[config.mk]
export PLATFORM = sky130hd
export DESIGN_NAME = hdmi_acr_packet_gen
export DESIGN_NICKNAME = d
export VERILOG_FILES = /design/src/rtl/hdmi_acr_pkg.sv /design/src/rtl/hdmi_acr_cts_meter.sv /design/src/rtl/hdmi_acr_packet_gen.sv
export SDC_FILE = /design/constraint.sdc
export NUM_CORES = 1
export LEC_CHECK = 0
export BUFFER_PORTS_ARGS = -buffer_cell sky130_fd_sc_hd__buf_4
export CAP_MARGIN = 5
export CORE_ASPECT_RATIO = 2
export CORE_MARGIN = 2
export CORE_UTILIZATION = 32
export CTS_CLUSTER_DIAMETER = 50
export DETAILED_ROUTE_END_ITERATION = 16
export PLACE_DENSITY = 0.65
export SYNTH_ARGS = -nofsm -noshare
export SYNTH_HDL_FRONTEND = slang
export SYNTH_SLANG_ARGS = --single-unit
[constraint.sdc]
create_clock -name clk_pixel -period 2.6 [get_ports clk_pixel]
set_clock_uncertainty 0.15 [all_clocks]
set_input_delay 0.13 -clock clk_pixel [delete_from_list [all_inputs] [get_ports clk_pixel]]
set_output_delay 0.13 -clock clk_pixel [all_outputs]
set_load 0.005 [all_outputs]
[src/rtl/hdmi_acr_pkg.sv]
// Shared types, N table and packet formatting helpers for the HDMI ACR packet source.
package hdmi_acr_pkg;

  typedef enum logic [2:0] {
    Rate32k   = 3'd0,
    Rate44k1  = 3'd1,
    Rate48k   = 3'd2,
    Rate88k2  = 3'd3,
    Rate96k   = 3'd4,
    Rate176k4 = 3'd5,
    Rate192k  = 3'd6
  } acr_rate_e;

  typedef enum logic [1:0] {
    StIdle,
    StArm,
    StMeasure
  } acr_state_e;

  localparam logic [19:0] N_TABLE [7] = '{
    20'd4096, 20'd6272, 20'd6144, 20'd12544, 20'd12288, 20'd25088, 20'd24576
  };

  localparam logic [23:0] ACR_HEADER = 24'h000001;

  // Code 7 is not a legal rate; fall back to 48k.
  function automatic acr_rate_e acr_decode(input logic [2:0] sel);
    return (sel == 3'd7) ? Rate48k : acr_rate_e'(sel);
  endfunction

  function automatic logic [19:0] acr_n(input acr_rate_e rate);
    return N_TABLE[rate];
  endfunction

  // One window spans N/128 audio sample periods.
  function automatic logic [11:0] acr_edges(input acr_rate_e rate);
    return 12'(acr_n(rate) >> 7);
  endfunction

  function automatic logic [55:0] acr_subpkt(input logic [19:0] n, input logic [19:0] cts);
    return {n[7:0], n[15:8], 4'd0, n[19:16], cts[7:0], cts[15:8], 4'd0, cts[19:16], 8'd0};
  endfunction

endpackage

[src/rtl/hdmi_acr_cts_meter.sv]
// Counts clk_pixel cycles across a window of sampled clk_audio rising edges and flags
// loss of clk_audio activity.
module hdmi_acr_cts_meter #(
  parameter int unsigned AvgLog2       = 0,
  parameter int unsigned TimeoutCycles = 4096,
  parameter logic [19:0] CtsMax        = 20'hFFFFF
) (
  input  logic        clk_i,
  input  logic        rst_ni,
  input  logic        aud_i,
  input  logic        arm_i,
  input  logic        meas_i,
  input  logic [11:0] edges_i,
  output logic        aud_edge_o,
  output logic        timeout_o,
  output logic        cts_strobe_o,
  output logic [19:0] cts_o
);

  localparam int unsigned PixW = 20 + AvgLog2;
  localparam int unsigned TmoW = $clog2(TimeoutCycles + 1);
  localparam logic [TmoW-1:0] TmoLast = TmoW'(TimeoutCycles - 1);
  localparam logic [PixW:0] CtsMaxW = {{(PixW - 19){1'b0}}, CtsMax};

  logic [2:0]      sync_q, sync_d;
  logic [PixW-1:0] pix_q, pix_d;
  logic [11:0]     edg_q, edg_d;
  logic [TmoW-1:0] tmo_q, tmo_d;
  logic [PixW:0]   pix_inc, cts_wide;
  logic            aud_edge, run, window_end;

  always_comb begin
    sync_d     = {sync_q[1:0], aud_i};
    aud_edge   = sync_q[1] & ~sync_q[2];
    run        = arm_i | meas_i;
    timeout_o  = run & ~aud_edge & (tmo_q == TmoLast);
    tmo_d      = (!run || aud_edge || timeout_o) ? '0 : tmo_q + TmoW'(1);
    window_end = meas_i & aud_edge & ((edg_q + 12'd1) == edges_i);

    // The ending edge is the start of the next window, hence the +1.
    pix_inc    = {1'b0, pix_q} + (PixW + 1)'(1);
    cts_wide   = pix_inc >> AvgLog2;
    cts_o      = (cts_wide > CtsMaxW) ? CtsMax : cts_wide[19:0];

    pix_d = pix_q;
    edg_d = edg_q;
    if (!meas_i || window_end) begin
      pix_d = '0;
      edg_d = '0;
    end else begin
      pix_d = (&pix_q) ? pix_q : pix_q + PixW'(1);
      if (aud_edge) edg_d = edg_q + 12'd1;
    end
  end

  assign aud_edge_o   = aud_edge;
  assign cts_strobe_o = window_end;

  always_ff @(posedge clk_i or negedge rst_ni) begin
    if (!rst_ni) begin
      sync_q <= '0;
      pix_q  <= '0;
      edg_q  <= '0;
      tmo_q  <= '0;
    end else begin
      sync_q <= sync_d;
      pix_q  <= pix_d;
      edg_q  <= edg_d;
      tmo_q  <= tmo_d;
    end
  end

endmodule

[src/rtl/hdmi_acr_packet_gen.sv]
// HDMI Audio Clock Regeneration packet source: rate decode, measurement FSM and a
// single-entry packet register offered to the data-island scheduler.
module hdmi_acr_packet_gen
  import hdmi_acr_pkg::*;
#(
  parameter int unsigned AVG_LOG2       = 0,
  parameter int unsigned TIMEOUT_CYCLES = 4096,
  parameter logic [19:0] CTS_MAX        = 20'hFFFFF
) (
  input  logic         clk_pixel,
  input  logic         reset_n,
  input  logic         clk_audio,
  input  logic         enable,
  input  logic [2:0]   rate_sel,
  input  logic         pkt_ready,
  output logic         pkt_valid,
  output logic [23:0]  header,
  output logic [223:0] sub,
  output logic [19:0]  cts,
  output logic [19:0]  n_value,
  output logic         locked,
  output logic         overrun
);

  acr_state_e  state_q, state_d;
  acr_rate_e   rate_q, rate_d;
  logic [19:0] cts_q, cts_d, pkt_n_q, pkt_n_d;
  logic        valid_q, valid_d, locked_q, locked_d, overrun_q, overrun_d;
  logic        rate_chg, arm, meas, aud_edge, timeout, cts_strobe, publish;
  logic [19:0] cts_meas;
  logic [11:0] edges;

  assign rate_d   = acr_decode(rate_sel);
  assign rate_chg = (rate_d != rate_q);
  assign edges    = acr_edges(rate_q) << AVG_LOG2;

  hdmi_acr_cts_meter #(
    .AvgLog2      (AVG_LOG2),
    .TimeoutCycles(TIMEOUT_CYCLES),
    .CtsMax       (CTS_MAX)
  ) u_meter (
    .clk_i       (clk_pixel),
    .rst_ni      (reset_n),
    .aud_i       (clk_audio),
    .arm_i       (arm),
    .meas_i      (meas),
    .edges_i     (edges),
    .aud_edge_o  (aud_edge),
    .timeout_o   (timeout),
    .cts_strobe_o(cts_strobe),
    .cts_o       (cts_meas)
  );

  always_ff @(posedge clk_pixel or negedge reset_n) begin
    if (!reset_n) state_q <= StIdle;
    else          state_q <= state_d;
  end

  always_comb begin
    state_d = state_q;
    if (!enable) begin
      state_d = StIdle;
    end else begin
      case (state_q)
        StIdle:    state_d = StArm;
        StArm:     if (!rate_chg && !timeout && aud_edge) state_d = StMeasure;
        StMeasure: if (rate_chg || timeout) state_d = StArm;
        default:   state_d = StIdle;
      endcase
    end
  end

  always_comb begin
    arm  = (state_q == StArm);
    meas = (state_q == StMeasure);
  end

  // A window that completes in the same cycle as a rate change belongs to the old rate.
  always_comb begin
    publish   = cts_strobe & enable & ~rate_chg;
    cts_d     = publish ? cts_meas : cts_q;
    pkt_n_d   = publish ? acr_n(rate_q) : pkt_n_q;

    valid_d   = valid_q & ~pkt_ready;
    if (publish) valid_d = 1'b1;
    if (!enable || timeout) valid_d = 1'b0;

    locked_d  = locked_q;
    if (publish) locked_d = 1'b1;
    if (!enable || timeout || rate_chg) locked_d = 1'b0;

    overrun_d = overrun_q;
    if (publish && valid_q && !pkt_ready) overrun_d = 1'b1;
    if (!enable) overrun_d = 1'b0;
  end

  always_ff @(posedge clk_pixel or negedge reset_n) begin
    if (!reset_n) begin
      rate_q    <= Rate48k;
      cts_q     <= '0;
      pkt_n_q   <= 20'd6144;
      valid_q   <= 1'b0;
      locked_q  <= 1'b0;
      overrun_q <= 1'b0;
    end else begin
      rate_q    <= rate_d;
      cts_q     <= cts_d;
      pkt_n_q   <= pkt_n_d;
      valid_q   <= valid_d;
      locked_q  <= locked_d;
      overrun_q <= overrun_d;
    end
  end

  assign pkt_valid = valid_q;
  assign header    = ACR_HEADER;
  assign sub       = {4{acr_subpkt(pkt_n_q, cts_q)}};
  assign cts       = cts_q;
  assign n_value   = acr_n(rate_q);
  assign locked    = locked_q;
  assign overrun   = overrun_q;

endmodule
* After elaboration in Yosys (flattened, before gate mapping)
Memories as Yosys holds them, arrays and structs flattened. Index checks and enable logic that the tools add are counted. W data, S select, Z words.
Operators by class: mux-type cells 19, reduce and logical (&&, ||, !) cells 21, eq/ne operators 10, add/sub/neg operators 4, magnitude comparators 2, bitwise gates (word level) 14
Operators with widths (number):
- $mux W20 | 5
- $mux W12 | 2
- $add A20 B1 Y21 const B | 1
- $gt A21 B20 Y1 const B | 1
- $add A20 B1 Y20 const B | 1
- $reduce_and A20 Y1 | 1
- $add A13 B1 Y13 const B | 1
- $eq A13 B12 Y1 const B | 1
- $mux W13 | 1
- $add A12 B1 Y12 const B | 1
- $eq A12 B12 Y1 | 1
- $and A1 B1 Y1 | 8
- $logic_not A1 Y1 | 6
- $logic_or A1 B1 Y1 | 6
- $mux W1 | 6
- $mux W2 | 3
- $ne A3 B3 Y1 const B | 2
- $pmux W2 S3 | 1
- $ge A4 B4 Y1 const B | 1
- $logic_and A1 B1 Y1 | 4
- $ne A2 B1 Y1 const B | 2
- $not A1 Y1 | 4
- $not A3 Y4 | 1
- $reduce_bool A2 Y1 | 2
- other kinds (8) | 8
Storage, ports and cells: bits in read-only memories 160, word-level logic and storage cells 82, register bits after elaboration 96, memories kept 1, output and inout port bits 291
Memories:
- (no name shown) | depth 8, width 20, read ports 1, clocked after memory_dff 0, write ports 0, line hdmi_acr_pkg.sv:32 | return N_TABLE[rate];

* Depth between registers and ports, before layout
depth in word-level cells 12, mapped depth 10, mapped depth without buffers 9

* By module
Synthesis repeated with hierarchy kept, for this count alone.
Unflattened totals: cells, all modules 669, area, all modules 6313.6 sq um
By module, submodules not included:
- hdmi_acr_packet_gen | instances 1, sequential area each 879.6 sq um, cells each 365, area each 3553.4 sq um
- hdmi_acr_cts_meter | instances 1, sequential area each 1201.2 sq um, cells each 304, area each 2760.1 sq um

* Worst setup path after synthesis
No wires, ideal clock.
path kind flip-flop to flip-flop, from reg rate_q[1], to reg cts_q[0], in the netlist cts[0], arrival 2454 ps, setup time 125 ps, stages on the path, launching flop included 10, setup slack -130 ps, data required time 2325 ps, buffers on the path 1, cells stage by stage dfstp_2 -> inv_1 -> ha_1 -> nor2b_2 -> o32ai_1 -> a211oi_2 -> o211ai_2 -> or4_4 -> buf_6 -> mux2_4
On the way: longest elaborated chain between the ends 8
Ends and longest elaborated chain:
- start, declared | line hdmi_acr_packet_gen.sv:26 | acr_rate_e rate_q, rate_d;
- start signal, assigned | line hdmi_acr_packet_gen.sv:99 | rate_q <= Rate48k;
- start signal, assigned | line hdmi_acr_packet_gen.sv:106 | rate_q <= rate_d;
- $not A3 Y4
- $mem_v2 Z8 W20
- $mux W20 (2 in a row)
- via n_value[11] | line hdmi_acr_packet_gen.sv:20 | output logic [19:0] n_value,
- $eq A12 B12 Y1 | line hdmi_acr_cts_meter.sv:38 | window_end = meas_i & aud_edge & ((edg_q + 12'd1) == edges_i);
- $and A1 B1 Y1 | line hdmi_acr_cts_meter.sv:38
- $and A1 B1 Y1 (2 in a row) | line hdmi_acr_packet_gen.sv:80 | publish = cts_strobe & enable & ~rate_chg;
- end signal, assigned | line hdmi_acr_packet_gen.sv:107 | cts_q <= cts_d;
- end, declared | line hdmi_acr_packet_gen.sv:27 | logic [19:0] cts_q, cts_d, pkt_n_q, pkt_n_d;
The timed path passes the listed nets, and every way through them passes these cells. The select of a mux whose other input is x is not followed. A chain may end at the register's enable or synchronous reset.

* Final worst setup path
from reg rate_q[1], to reg cts_q[12], in the netlist cts[12]
On the way: longest elaborated chain between the ends 8
Ends and longest elaborated chain (line):
- $not A3 Y4 (implied by the code) | hdmi_acr_pkg.sv:32
- $mem_v2 Z8 W20
- $mux W20 (2 in a row)
- $eq A12 B12 Y1 | hdmi_acr_cts_meter.sv:38
- $and A1 B1 Y1 | hdmi_acr_cts_meter.sv:38
- $and A1 B1 Y1 | hdmi_acr_packet_gen.sv:80
- $and A1 B1 Y1 (*) | hdmi_acr_packet_gen.sv:80
Mark *: on every way between the ends. The rest lies on a longest branch, timed or not. The select of a mux whose other input is x is not followed.

==> flow_metrics.py <==
metrics = {
    "routing": {
        "vias_per_cell": 4.09,
        "drc": 0,
        "wirelength_um": 13100,
        "via_count": 4123,
        "drt_iter0_markers": 128,
        "ant_nets": 0,
        "routedWlPerCell_um": 13.0,
        "first_pass_iters": 4,
    },
    "setup_path": {
        "cp_data_arrival_time_ns": 2.81,
        "crit_path_end": "cts[12]",
        "rr_worst_depth": 8,
        "cp-start-kind": "flop",
        "crit_start": "rate_q[1]",
        "path_cells": "ha_2, or2_4, xnor2_2, nor4_1, o21ai_1, or4_4, buf_12, mux2_4",
        "slowest_stage": "or4_4",
        "rr_startpoint": "rate_q[1]",
        "path_max_fanout": 12,
        "path_class": "flop to flop",
        "cp-end-kind": "flop",
        "r2r_slack_ns": -0.14,
        "worstReg2RegEnd": "cts[12]",
        "critPathRequiredTime_ns": 2.67,
        "worst_path_largest_cell_delay_ns": 0.63,
    },
    "yosys": {
        "synth_cell_types": 58,
        "ys_seq_area_share_pct": 33.4,
        "synth_top_cell_area_share_pct": 32.1,
        "synth_cells": 654,
        "synth_warnings": 0,
        "synth_enable_flop_cells": 0,
        "synth_area_mm2": 0.00623,
        "synth.area.top_cells": "dfrtp_1 (32%), buf_4 (31%), mux2_4 (6.5%), xnor2_1 (3.0%), xor2_1 (2.7%)",
        "async_flop_share_pct": 100,
        "ys_seq_elements": 83,
        "synth.most_common_cell": "buf_4",
        "synthTopCellsByCount": "buf_4 (254), dfrtp_1 (80), nand2_1 (44)",
        "synth_area_leader_cell": "dfrtp_1",
        "synth.avg_cell_area_um2": 9.52,
        "ys.flop_type": "dfrtp_1",
    },
    "placement": {
        "place_congestion": 0.832,
        "pre_cts_slack_ns": -0.138,
        "dp_hpwl_um": 9910,
        "placement.cell_area_mm2": 0.00649,
        "io_buffers": 145,
        "placedCellCount": 973,
    },
    "clocking": {
        "cts_tree": "done",
        "clk_path_buf_depth": 2,
        "clk_pin_slew_ns": 0.06,
        "root_buffer": "clkbuf_16",
        "cts_max_level": 3,
        "clk_latency_ns": 0.34,
        "cts_buffers": 9,
        "numClockSinks": 83,
    },
    "die": {
        "core_region_area_mm2": 0.0192,
        "die_x_um": 103,
        "row_count": 72,
        "floorplan.initialDensity_pct": 32.5,
        "die_y_um": 201,
        "io_pins": 299,
        "dieArea_mm2": 0.0207,
    },
    "status": {
        "failed_checks": "negative setup slack",
        "outcome": "complete, but fails checks",
    },
    "timing": {
        "finalSetupViolCount": 35,
        "layout_setup_ws_ns": -0.139,
        "slew_headroom_pct": 57.6,
        "fin_crit_ns": 2.74,
        "final_hold_viol_count": 0,
        "fin_crit_sh_pct": 105,
        "worstMarginPinSlew_ns": 0.636,
        "fmax_mhz": 365,
        "slew_violations": 0,
        "rsz0062_at_grt": "true",
    },
    "final_layout": {
        "final-instance-count-excl-fill": 1007,
        "drive_above_1_share_pct": 34.4,
        "num-fill-cells": 1932,
        "synthToLayoutAreaGrowth_pct": 13.6,
        "num_antenna_cells": 0,
        "finalNetCount": 762,
        "design_area_mm2": 0.00708,
    },
    "run": {
        "drv_cap": 0,
    },
    "grt": {
        "grt_max_degree": 49,
        "grt_antenna_before_repair": 0,
        "track_usage_pct": 11.7,
        "globalRouteOverflowTotal": 0,
        "grt_pass1_wl_um": 18500,
        "grt_pass1_vias": 3679,
    },
    "hold_path": {
        "min_path_type": "flop to flop",
        "min-delay-start": "u_meter.sync_q[0]",
    },
    "power_and_ir_drop": {
        "power_density_mw_per_mm2": 417,
        "vdd_ir_drop_max_v": 0.000324,
        "p_leak_nw": 3.77,
    },
}
[cell families (layout without fill, tap and decap cells)]
group | after synthesis | after routing | share of synthesized area, %
buffers and inverters | 282 | 225 | 33.2
and+or+nand+nor | 150 | 150 | 12.5
DFF | 83 | 83 | 33.4
AOI/OAI and AO/OA | 56 | 56 | 5.75
xor gates and xnor gates | 41 | 41 | 5.89
muxes | 29 | 29 | 6.85
adders and majority gates | 11 | 11 | 2.21
other | 2 | 153 | 0.121
[worst min path at each step]
stage                                   end  slack, ns  cells past startpoint
after CTS                 u_meter.sync_q[1]       0.20                      0
after floorplan                      cts[0]      -0.32                      0
after detailed placement  u_meter.sync_q[2]       0.05                      1
final                     u_meter.sync_q[1]       0.20                      0
after global routing      u_meter.sync_q[1]       0.22                      0
after global placement    u_meter.sync_q[2]       0.05                      1
[layout by cell type (no fill, tap or decap), types with 2 or more instances in the layout]
cell	n
o21ai_0	8
nand4_1	8
dfrtp_1	80
xnor2_1	21
and4_1	6
clkbuf_16	12
and2_1	5
nor4_1	2
a21boi_0	4
nor3_1	3
nand2b_1	2
ha_1	10
xor2_1	19
bufinv_16	2
a31oi_1	2
buf_12	3
inv_2	2
a21oi_1	23
inv_1	11
buf_6	4
dlygate4sd3_1	8
nand3_1	16
mux2_4	27
nor3_2	2
clkinv_4	3
and3_1	4
or3_1	5
nand2_1	44
o211ai_1	3
buf_4	178
nor3b_1	3
nor2_1	30
dfstp_2	3
conb_1	153
nor2b_1	9
[layout make-up]
cell class	count	area, µm²	share of cell area (%)
Clock buffer	11	243	3.43
Clock inverter	5	86.3	1.22
Inverter	13	48.8	0.690
Multi-Input combinational cell	440	2700	38.1
Sequential cell	83	2080	29.4
Tap cell	259	324	4.58
Timing Repair Buffer	196	1600	22.6
[registers in the layout, summed over array words and instances, names as in the netlist]
register        count
rate_q              3
pkt_valid           1
u_meter.tmo_q      13
state_q             2
pkt_n_q             7
u_meter.pix_q      20
cts                20
overrun             1
u_meter.edg_q      12
u_meter.sync_q      3
locked              1
[layer usage]
layer  vias up  GRT usage, %  share of wire (%)
met3        28          2.47                6.9
met5         -             0                  0
li1       1915             -                  -
met4         0          6.67                3.7
met1      1952          10.3                 32
met2       228          23.0                 57
[timing repair]
action	CTS	global route
hold endpoints to repair	53	0
gates resized for setup	5	7
pin swaps	1	1
cloned	0	4
setup endpoints to repair	27	30
hold buffers	8	0
buffers inserted	3	3
[through the flow]
step | setup TNS, ns | util [%] | hold slack (ns) | power (mW)
6_report | -3.39 | 36.9 | 0.198 | 2.95
5_1_grt | -6.93 | 36.9 | 0.222 | 3.08
4_1_cts | -2.93 | 36.2 | 0.201 | 2.98
3_5_place_dp | -3.41 | 33.8 | 0.0486 | 1.55
3_3_place_gp | -2.67 | 33.8 | 0.0508 | 1.55
2_1_floorplan | -1.19 | - | -0.316 | 1.63
[report_power, final]
group	internal [mW]	total, mW	switching, mW
combinational	0.0816	0.234	0.153
sequential	1.30	1.31	0.00909
clock	0.873	1.41	0.534
total	2.26	2.95	0.696
[critical path: cells and delay by family (launching register included)]
kind	cells	cell delay [ns]
muxes	1	0.30
AOI/OAI and AO/OA	1	0.13
xor gates and xnor gates	1	0.13
buffers and inverters	1	0.20
and+or+nand+nor	3	1.14
adders and majority gates	1	0.18
DFF	1	0.38
No activity file was read; power rests on OpenSTA's default activity.
